`src/rtl/if_id_stage.sv`:
```
`default_nettype none
// ============================================================================
// if_id_stage : IF/ID pipeline register with pre-split decode fields.
// Optional stall/flush counters enabled by IF_ID_PERF_EN.   Rev 1.0
// ============================================================================
module if_id_stage #(
  parameter int          XLEN      = 64,
  parameter logic [31:0] NOP_INSTR = 32'h00000013
) (
  input  logic            clk,
  input  logic            reset,
  input  logic [XLEN-1:0] if_pc,
  input  logic [31:0]     if_instr,
  input  logic            if_valid,
  input  logic            id_write,
  input  logic            flush,
  output logic [XLEN-1:0] id_pc,
  output logic [XLEN-1:0] id_pc_plus4,
  output logic [31:0]     id_instr,
  output logic            id_valid,
  output logic [6:0]      id_opcode,
  output logic [4:0]      id_rd,
  output logic [2:0]      id_funct3,
  output logic [4:0]      id_rs1,
  output logic [4:0]      id_rs2,
  output logic [6:0]      id_funct7
`ifdef IF_ID_PERF_EN
  ,
  output logic [31:0]     stall_count,
  output logic [31:0]     flush_count
`endif
);

  localparam logic [XLEN-1:0] C_PC_STEP = XLEN'(4);

  logic [XLEN-1:0] w_pc_plus4;
  assign w_pc_plus4 = if_pc + C_PC_STEP;

  always_ff @(posedge clk) begin
    if (reset) begin
      id_pc       <= '0;
      id_pc_plus4 <= C_PC_STEP;
      id_instr    <= NOP_INSTR;
      id_valid    <= 1'b0;
    end else if (flush) begin
      id_pc       <= if_pc;
      id_pc_plus4 <= w_pc_plus4;
      id_instr    <= NOP_INSTR;
      id_valid    <= 1'b0;
    end else if (id_write) begin
      id_pc       <= if_pc;
      id_pc_plus4 <= w_pc_plus4;
      id_instr    <= if_valid ? if_instr : NOP_INSTR;
      id_valid    <= if_valid;
    end
  end

`ifdef IF_ID_PERF_EN
  // Counters saturate; stalling a bubble is not a lost cycle of real work.
  always_ff @(posedge clk) begin
    if (reset) begin
      stall_count <= '0;
      flush_count <= '0;
    end else if (flush) begin
      if (flush_count != 32'hFFFF_FFFF) flush_count <= flush_count + 32'd1;
    end else if (!id_write && id_valid) begin
      if (stall_count != 32'hFFFF_FFFF) stall_count <= stall_count + 32'd1;
    end
  end
`endif

  // Decode fields are slices of the registered word, so a bubble decodes as NOP.
  assign id_opcode = id_instr[6:0];
  assign id_rd     = id_instr[11:7];
  assign id_funct3 = id_instr[14:12];
  assign id_rs1    = id_instr[19:15];
  assign id_rs2    = id_instr[24:20];
  assign id_funct7 = id_instr[31:25];

endmodule
`default_nettype wire

```
`config.mk`:
```
export PLATFORM = sky130hd
export DESIGN_NAME = if_id_stage
export DESIGN_NICKNAME = d
export VERILOG_FILES = /design/src/rtl/if_id_stage.sv
export SDC_FILE = /design/constraint.sdc
export NUM_CORES = 1
export LEC_CHECK = 0
export BUFFER_PORTS_ARGS = -buffer_cell sky130_fd_sc_hd__buf_2
export CORE_UTILIZATION = 44
export DETAILED_ROUTE_END_ITERATION = 16
export GPL_TIMING_DRIVEN = 0
export PLACE_DENSITY_LB_ADDON = 0.12
export SLEW_MARGIN = 20
export SYNTH_ARGS = -nofsm -noshare
export SYNTH_HDL_FRONTEND = slang
export SYNTH_SLANG_ARGS = --single-unit
```
`constraint.sdc`:
```
create_clock -name clk -period 2.65 [get_ports clk]
set_clock_uncertainty 0.2 [all_clocks]
set_input_delay 0.1325 -clock clk [delete_from_list [all_inputs] [get_ports clk]]
set_output_delay 0.1325 -clock clk [all_outputs]
set_load 0.01 [all_outputs]
```
==> impl_metrics.py, run 1 <==
metrics = {
    "synthesis": {
        "synth-seq-cells": 159,
        "synthFlopType": "dfxtp_1",
        "syn_nets": 989,
        "netlist_top_cells_area": "dfxtp_1 45%, nand2_1 8.2%, a21oi_1 6.9%",
        "syn-instance-count": 887,
        "synth_edf_count": 0,
        "yosysTopAreaCell": "dfxtp_1",
        "ys_seq_area_frac": 0.448,
        "syn_area_mm2": 0.00711,
        "yosysWarnings": 0,
        "synth_cell_types": 40,
        "async_flop_share": 0,
        "synth.avg_cell_area_um2": 8.01,
        "yosysTopAreaCellShare": 0.448,
    },
    "sta": {
        "slew_headroom": 0.455,
        "period_needed_ps": 2520,
        "slew_viol_final": 0,
        "hold_violations": 0,
        "finalSetupTns_ps": 0,
        "finalCritPeriodShare": 0.952,
        "worst_pin_slew_ps": 810,
        "grt_setup_unrepaired": "true",
        "fmax_ghz": 0.396,
        "finalSetupViolCount": 0,
    },
    "worst_setup_path": {
        "arrival_ps": 2670,
        "crit_path_top_delay_cell": "dlygate4sd3_1",
        "crit_family": "simple AND/OR/NAND/NOR gates",
        "path_class": "input pin to flop",
        "critPathMaxStageDelay_ps": 550,
        "required_ps": 2800,
        "path_max_fanout": 10,
        "cp_num_cells": 8,
        "crit_buf_inv": 3,
        "crit_path_cell_trace": "dlygate4sd3_1, buf_2, nand3_1, nor4_4, nand4_2, buf_2, or3_1, a31oi_1",
        "cp-start-kind": "input pin",
        "path_common_cell": "buf_2",
        "reg2regPathDepth": 4,
        "setup.worst_path.end_class": "flop",
    },
    "drt": {
        "viasPerCell": 5.16,
        "routedWlPerCell_um": 16.2,
        "via_count": 7963,
        "drtIter0Drc": 397,
        "drc_errors": 0,
        "drt_first_pass_iters": 5,
        "wl_um": 25000,
        "postRouteAntennaNets": 0,
    },
    "global_route": {
        "grt_first_pass_wirelength_um": 37900,
        "grt_max_degree": 17,
        "overflow": 0,
        "antenna_found_initial": 0,
        "grtUsageTotal": 0.295,
        "grt_pass1_vias": 7316,
    },
    "floorplanning": {
        "chipHeight_um": 129,
        "design.die.area_mm2": 0.0167,
        "row_count": 46,
        "start_util": 0.449,
        "die_x_um": 129,
        "coreArea_mm2": 0.0158,
        "ios": 294,
    },
    "power": {
        "peakVddDrop_v": 0.000451,
        "leakage_nw": 4.85,
        "powerDensity_mw_per_mm2": 580,
    },
    "placed_design": {
        "dpl_cell_area_mm2": 0.00883,
        "hpwl_um": 17600,
        "port_buffers": 289,
        "gp_congestion": 0.830,
    },
    "final_layout": {
        "final_cell_area_mm2": 0.0107,
        "nets": 1415,
        "diodes": 0,
        "area_growth_pct": 50.0,
        "post-route-util": 0.673,
        "layout-drive-gt1-share": 0.284,
        "layout_commonest_cell": "buf_2",
        "final_cell_mix": "291 x buf_2, 159 x dfxtp_1, 156 x nand2_1",
    },
    "clock_tree": {
        "root_buffer": "clkbuf_16",
        "cts_buffers": 17,
        "clockBufferDepth": 2,
        "htree_levels": 4,
        "clkSlewWorstSetupHoldPaths_ps": 60,
        "insertion_delay_ps": 430,
        "cts_tree": "done",
        "clock_sinks": 159,
    },
    "worst_hold_path": {
        "holdCritPathClass": "input pin to flop",
        "worst_hold_path.num_cells": 4,
    },
    "status": {
        "status": "finished, final reports clean",
    },
    "job": {
        "maxCapViolCount": 0,
    },
}
-- registers in the layout (all words and copies together), names as in the netlist --
signal,cells
id_pc,64
id_pc_plus4,62
id_instr,32
id_valid,1
-- layer usage --
metal  share of wire  wire (um)  vias up  track usage
li1                -          -     3916            -
met1            0.43      10700     3702        0.364
met2            0.48      12000      296        0.509
met3           0.062       1560       49       0.0603
met4           0.027        683        0        0.111
met5               0          0        -            0
-- path summary, 6_finish.rpt --
path / endpoint / startpoint / slack [ps]
hold / removal: id_instr[31] / id_write / 10
setup reg to reg: id_instr[1] / id_instr[1] / 660
setup / recovery: id_pc_plus4[49] / if_pc[7] / 130
hold reg to reg: id_pc[56] / id_pc[56] / 250
-- cells in the mapped netlist, drive strengths merged, types with 11 or more instances --
master,number
dfxtp,159
nand2,156
nor2,101
a21oi,98
clkbuf,47
buf,45
a211oi,40
nand3,32
nor2b,29
nand4,27
xor2,26
a311oi,13
nor4,13
nor3,11
-- layout make-up --
type / count / area, um^2
buffer: 92 / 478
clock inverter: 12 / 183
multi-input combinational: 631 / 3450
inverter: 5 / 18.8
sequential: 159 / 3180
tap: 216 / 270
fill: 1365 / 5170
timing repair buffer: 407 / 2620
clock buffer: 20 / 457
-- power by group --
group / total (mW) / leakage, nW / switching [mW] / internal [mW]
combinational: 0.934 / 3.23 / 0.521 / 0.413
clock: 2.64 / 0.303 / 1.01 / 1.63
sequential: 2.60 / 1.31 / 0.0702 / 2.53
-- stage by stage --
| step | std cells | power, mW | hold WS (ps) | setup slack, ps |
|---|---|---|---|---|
| 2_1_floorplan | 887 | 3.05 | 47.7 | 659 |
| 3_3_place_gp | 1392 | 3.43 | 162 | -83.6 |
| 3_5_place_dp | 1392 | 3.44 | 166 | -55.8 |
| 4_1_cts | 1538 | 6.20 | 5.69 | 0.554 |
| 5_1_grt | 1542 | 6.39 | 21.9 | -11.2 |
| 6_report | 1542 | 6.18 | 10.9 | 127 |
-- worst register-to-register path, stage by stage (launching register included) --
cell	delay, ps
dfxtp_1	330
o22ai_1	160
dlygate4sd3_1	580
nand2_1	50
dlygate4sd3_1	560
-- logic make-up (layout without fill, tap and decap cells) --
logic type | Yosys count | count (layout) | share of synthesized area
XOR/XNOR | 36 | 36 | 0.0444
flip-flops | 159 | 159 | 0.448
adder cells (fa/ha/maj) | 1 | 1 | 0.00176
buffers and inverters | 97 | 536 | 0.0696
AO/OA/AOI/OAI | 177 | 177 | 0.151
multiplexers | 3 | 3 | 0.00423
AND/OR/NAND/NOR | 414 | 414 | 0.281
-- timing repair --
| action | CTS | global route |
|---|---|---|
| setup endpoints to repair | 0 | 24 |
| buffers inserted | 0 | 4 |
| hold endpoints to repair | 157 | 0 |
| resized for setup | 0 | 6 |
| hold buffers | 114 | 0 |
Note: power is estimated with default switching activity, not from simulation.
==> run 2, diff against run 1 <==
- ABC_AREA: unset -> 1
- MAX_ROUTING_LAYER: unset -> met4
==> run 2 against run 1 <==
Sequential power barely moved; synthesized cell count grew 39%; largest power group is now sequential cells; total power fell by 1.1%; highest routed layer unchanged; hold slack improved by 57 ps; largest cell class unchanged.
==> impl_metrics.py, run 2 <==
metrics = {
    "final_layout": {
        "final_cell_area_mm2": 0.0116,
        "final_cell_mix": "343 x nand2_1, 314 x buf_2, 195 x nor2_1",
        "max_flop_register": "id_pc",
        "regArea_mm2": 0.00318,
        "reg_top3": "id_pc x64, id_pc_plus4 x62, id_instr x32",
        "layout_commonest_cell": "nand2_1",
        "layout-drive-gt1-share": 0.241,
        "nets": 1782,
        "area_growth_pct": 45.5,
        "largest_register_ffs": 64,
        "multiInputGateArea_mm2": 0.00388,
        "post-route-util": 0.664,
        "num-fill-cells": 1580,
    },
    "synthesis": {
        "synth_common_cells": "343 x nand2_1, 195 x nor2_1, 159 x dfxtp_1",
        "ys_seq_area_frac": 0.398,
        "syn-instance-count": 1237,
        "syn_area_mm2": 0.00801,
        "yosysTopAreaCell": "dfxtp_1",
        "synth_edf_count": 0,
        "yosysWarnings": 0,
        "async_flop_share": 0,
        "yosysTopAreaCellShare": 0.398,
        "yosysMostFrequentCell": "nand2_1",
        "synth.avg_cell_area_um2": 6.47,
        "synth_cell_types": 31,
        "syn_nets": 1339,
        "synth-seq-cells": 159,
        "netlist_top_cells_area": "dfxtp_1 40%, nand2_1 16%, nor2_1 9.1%",
        "synthFlopType": "dfxtp_1",
    },
    "sta": {
        "finalSetupViolCount": 0,
        "finalSetupTns_ps": 0,
        "slew_headroom": 0.391,
        "worst_pin_slew_ps": 913,
        "slew_viol_final": 0,
        "hold_violations": 0,
        "finalCritPeriodShare": 0.906,
        "fmax_ghz": 0.416,
        "layout_setup_ws_ps": 248,
        "period_needed_ps": 2400,
        "grt_setup_unrepaired": "false",
    },
    "worst_setup_path": {
        "crit_buf_inv": 5,
        "required_ps": 2820,
        "cp-start-kind": "input pin",
        "critPathMaxStageDelay_ps": 570,
        "path_class": "input pin to flop",
        "path_max_fanout": 10,
        "crit_family": "buffers and inverters",
        "crit_path_cell_trace": "dlygate4sd3_1, buf_2, buf_1, o22ai_1, dlygate4sd3_1, nand2_1, dlygate4sd3_1",
        "path_common_cell": "dlygate4sd3_1",
        "arrival_ps": 2580,
        "setup.worst_path.end_class": "flop",
        "crit_path_top_delay_cell": "dlygate4sd3_1",
    },
    "power": {
        "leakage_nw": 5.91,
        "seq_power_share": 0.426,
        "p_comb_frac": 0.172,
        "p_switching_mw": 1.80,
        "switching_share": 0.295,
        "peakVddDrop_v": 0.000476,
        "clkPwrFrac": 0.402,
        "powerDensity_mw_per_mm2": 524,
        "intPower_mw": 4.31,
        "power_mw": 6.11,
    },
    "placed_design": {
        "hpwl_um": 25600,
        "dp_slack_ps": 524,
        "port_buffers": 291,
        "dpl_cell_area_mm2": 0.00974,
        "gp_congestion": 0.986,
    },
    "clock_tree": {
        "root_buffer": "clkbuf_16",
        "cts_tree": "done",
        "clkSlewWorstSetupHoldPaths_ps": 60,
        "hold_buffers": 133,
        "cts_resized": 0,
        "htree_levels": 4,
        "clock_sinks": 159,
        "cts_setup_buffers": 0,
        "cts_buffers": 17,
        "clockBufferDepth": 2,
        "insertion_delay_ps": 430,
    },
    "global_route": {
        "overflow": 0,
        "grt_max_degree": 17,
        "antenna_found_initial": 1,
        "grtUsageTotal": 0.373,
        "grt_first_pass_wirelength_um": 50100,
        "grt_pass1_vias": 9222,
    },
    "worst_hold_path": {
        "holdCritPathClass": "input pin to flop",
    },
    "drt": {
        "routedWlPerCell_um": 17.8,
        "drtIter0Drc": 821,
        "via_count": 9858,
        "drc_errors": 0,
        "top_layer": "met4",
        "drt-met1-wl_um": 13900,
        "drt_first_pass_iters": 6,
        "wl_met2_um": 16500,
        "wl_um": 34200,
        "postRouteAntennaNets": 0,
        "wl_met3_um": 2510,
        "viasPerCell": 5.14,
    },
    "floorplanning": {
        "die_x_um": 137,
        "chipHeight_um": 137,
        "design.die.area_mm2": 0.0187,
        "row_count": 48,
        "start_util": 0.456,
        "ios": 294,
        "coreArea_mm2": 0.0175,
    },
    "job": {
        "maxCapViolCount": 0,
    },
    "status": {
        "status": "finished, final reports clean",
    },
}
[run 2: cell count changes after synthesis, sizes merged, moves of 29 or more]
cell | previous run | this run
a211oi | 40 | 0
a21oi | 98 | 63
inv | 5 | 113
nand2 | 156 | 354
nand3 | 32 | 136
nor2 | 101 | 210
nor2b | 29 | 0
o21ai | 10 | 61
[run 2: path summary, 6_finish.rpt]
kind                       start              to  slack [ps]  depth (start not counted)
setup / recovery        id_write     id_instr[0]         250                          7
hold / removal          if_valid        id_valid          70                          3
setup reg to reg     id_instr[1]     id_instr[1]         680                          4
hold reg to reg   id_pc_plus4[2]  id_pc_plus4[2]         250                          2
[run 2: cell families after synthesis]
| family | after synthesis | synth area share |
|---|---|---|
| buffers and inverters | 205 | 0.118 |
| XOR/XNOR | 4 | 0.00438 |
| AND/OR/NAND/NOR | 715 | 0.376 |
| flip-flops | 159 | 0.398 |
| AO/OA/AOI/OAI | 153 | 0.103 |
| adder cells (fa/ha/maj) | 1 | 0.00156 |
[run 2: routing by layer]
| metal | vias up | global-route usage |
|---|---|---|
| li1 | 4784 | - |
| met1 | 4517 | 0.441 |
| met2 | 464 | 0.623 |
| met3 | 93 | 0.0567 |
| met4 | 0 | 0.171 |
| met5 | - | - |
[run 2: area by class of cell]
cell class / count / area share
Buffer: 90 / 0.0437
Tap cell: 225 / 0.0242
Inverter: 115 / 0.0371
Antenna cell: 1 / 0.000215
Multi-Input combinational cell: 873 / 0.333
Timing Repair Buffer: 424 / 0.239
Sequential cell: 159 / 0.273
Clock inverter: 13 / 0.0112
Clock buffer: 19 / 0.0380
[run 2: tightest hold or removal path, cell delays in order]
cell      delay (ps)
clkbuf_1         220
nand2_1          210
a21oi_1           90
[run 2: power groups by stage]
stage               logic (mW)  registers, mW  clock network (mW)
global route              1.14           2.62                2.55
global placement         0.881           2.65                   0
finish                    1.05           2.60                2.45
detailed placement       0.887           2.66                   0
floorplan                0.398           2.71                   0
CTS                       1.03           2.60                2.46
[run 2: stage by stage]
| stage | instances | hold slack [ps] |
|---|---|---|
| final | 1919 | 68.1 |
| after global routing | 1919 | 105 |
| after CTS | 1918 | 69.0 |
| after detailed placement | 1753 | 154 |
| after global placement | 1753 | 151 |
| after floorplan | 1237 | 63.2 |
==> run 3, diff against run 2 <==
- CORE_MARGIN: unset -> 3
- PLACE_DENSITY_LB_ADDON: 0.12 -> 0.25
- RECOVER_POWER: unset -> 25
==> run 3 against run 2 <==
Routed wire length is 5.0% higher; sequential share of layout area is 0.26 points higher; highest routed layer unchanged; global-route usage is 1.2 points lower; combinational power hardly changed; cell area is 0.96% lower; largest power group unchanged.
==> impl_metrics.py, run 3 (synthesis results as in run 2) <==
metrics = {
    "worst_setup_path": {
        "reg2reg_to": "id_instr[1]",
        "path_common_cell": "dlygate4sd3_1",
        "required_ps": 2820,
        "reg2regPathDepth": 4,
        "path_class": "input pin to flop",
        "cp-start-kind": "input pin",
        "r2r-start": "id_instr[1]",
        "path_max_fanout": 10,
        "reg2reg_slack_ps": 680,
        "endpoint": "id_instr[4]",
        "crit_path_top_delay_cell": "dlygate4sd3_1",
        "critical_path.startpoint": "id_write",
        "arrival_ps": 2640,
        "crit_path_cell_trace": "dlygate4sd3_1, buf_2, buf_1, o22ai_1, dlygate4sd3_1, nand2_1, dlygate4sd3_1",
        "setup.worst_path.end_class": "flop",
        "critPathMaxStageDelay_ps": 580,
    },
    "drt": {
        "viasPerCell": 5.29,
        "drc_errors": 0,
        "routedWlPerCell_um": 18.7,
        "via_count": 10100,
        "wl_um": 35900,
        "drt_first_pass_iters": 5,
        "drtIter0Drc": 961,
        "postRouteAntennaNets": 0,
    },
    "power": {
        "p_switching_mw": 1.78,
        "switching_share": 0.290,
        "clkPwrFrac": 0.407,
        "peakVddDrop_v": 0.000505,
        "powerDensity_mw_per_mm2": 533,
        "leakage_nw": 5.57,
        "seq_power_share": 0.425,
        "intPower_mw": 4.37,
        "p_comb_frac": 0.168,
    },
    "sta": {
        "slew_headroom": 0.385,
        "period_needed_ps": 2460,
        "finalCritPeriodShare": 0.929,
        "slew_viol_final": 0,
        "grt_setup_unrepaired": "false",
        "finalSetupViolCount": 0,
        "finalSetupTns_ps": 0,
        "hold_violations": 0,
        "worst_pin_slew_ps": 922,
        "fmax_ghz": 0.406,
        "layout_setup_ws_ps": 189,
    },
    "final_layout": {
        "reg_top3": "id_pc x64, id_pc_plus4 x62, id_instr x32",
        "layout_commonest_cell": "nand2_1",
        "final_cell_mix": "343 x nand2_1, 226 x buf_2, 195 x nor2_1",
        "layout-drive-gt1-share": 0.188,
        "max_flop_register": "id_pc",
        "nets": 1781,
        "largest_register_ffs": 64,
        "num-fill-cells": 1601,
        "area_growth_pct": 44.1,
    },
    "floorplanning": {
        "coreArea_mm2": 0.0175,
        "design.die.area_mm2": 0.0198,
        "die_x_um": 141,
        "chipHeight_um": 141,
        "start_util": 0.456,
        "row_count": 48,
        "ios": 294,
    },
    "clock_tree": {
        "cts_tree": "done",
        "cts_buffers": 17,
        "root_buffer": "clkbuf_16",
        "hold_buffers": 132,
        "htree_levels": 4,
        "cts_setup_buffers": 0,
        "insertion_delay_ps": 430,
        "cts_resized": 0,
        "clockBufferDepth": 2,
        "clkSlewWorstSetupHoldPaths_ps": 70,
        "clock_sinks": 159,
    },
    "global_route": {
        "antenna_found_initial": 0,
        "overflow": 0,
        "grt_pass1_vias": 9536,
        "grt_first_pass_wirelength_um": 54000,
        "grtUsageTotal": 0.361,
        "grt_max_degree": 17,
    },
    "worst_hold_path": {
        "holdCritPathClass": "input pin to flop",
    },
    "placed_design": {
        "dp_slack_ps": 590,
        "port_buffers": 291,
        "gp_congestion": 1.03,
        "hpwl_um": 26300,
    },
    "status": {
        "status": "finished, final reports clean",
    },
    "job": {
        "maxCapViolCount": 0,
    },
}
-- run 3: cell count changes in the layout (fill, tap and decap cells not counted), sizes merged, moves of 2 or more --
| cell | previous run | this run |
|---|---|---|
| clkinvlp | 3 | 6 |
| inv | 118 | 116 |
| buf | 353 | 265 |
| clkbuf | 47 | 137 |
| clkinv | 6 | 2 |
-- run 3: power by group through the flow --
stage	logic (mW)	clock network (mW)	registers, mW
after floorplan	0.398	0	2.71
after global placement	0.882	0	2.65
after detailed placement	0.889	0	2.65
after CTS	1.04	2.51	2.60
after global routing	1.13	2.61	2.62
final	1.03	2.50	2.61
-- run 3: layout make-up --
class                      instances  area (um^2)  share of cell area
antenna                            1         2.50            0.000217
buffer                            90          509              0.0441
clock buffer                      21          450              0.0390
clock inverter                    11          131              0.0114
inverter                         115          432              0.0374
multi-input combinational        873         3880               0.336
sequential                       159         3180               0.276
tap                              225          282              0.0244
timing repair buffer             423         2670               0.231
-- run 3: how the worst min path moves through the flow --
stage	startpoint	endpoint	slack (ps)	cells past startpoint
floorplan	if_instr[0]	id_instr[0]	60	2
global placement	if_instr[4]	id_instr[4]	150	3
detailed placement	if_instr[0]	id_instr[0]	160	3
CTS	if_valid	id_valid	10	3
global route	if_valid	id_valid	100	3
finish	if_valid	id_valid	80	3
-- run 3: stage by stage --
step                area [um^2]  hold slack (ps)  utilization  power (mW)  cells
floorplan                  8010             63.2            -        3.11   1237
global placement           9740              154        0.556        3.54   1753
detailed placement         9740              157        0.556        3.54   1753
CTS                       11600             11.6        0.664        6.15   1917
global route              11500              104        0.658        6.36   1917
finish                    11500             77.4        0.658        6.15   1918
-- run 3: metal layers --
| layer | wire length [um] | global-route usage | up-vias |
|---|---|---|---|
| li1 | - | - | 4794 |
| met1 | 14100 | 0.436 | 4652 |
| met3 | 3120 | 0.0539 | 92 |
| met2 | 17400 | 0.611 | 599 |
| met5 | 0 | - | - |
| met4 | 1310 | 0.135 | 0 |
-- run 3: critical path: cells and delay by family --
| family | cells | cell delay, ps |
|---|---|---|
| buffers and inverters | 5 | 2270 |
| and+or+nand+nor | 1 | 60 |
| AOI/OAI and AO/OA | 1 | 160 |
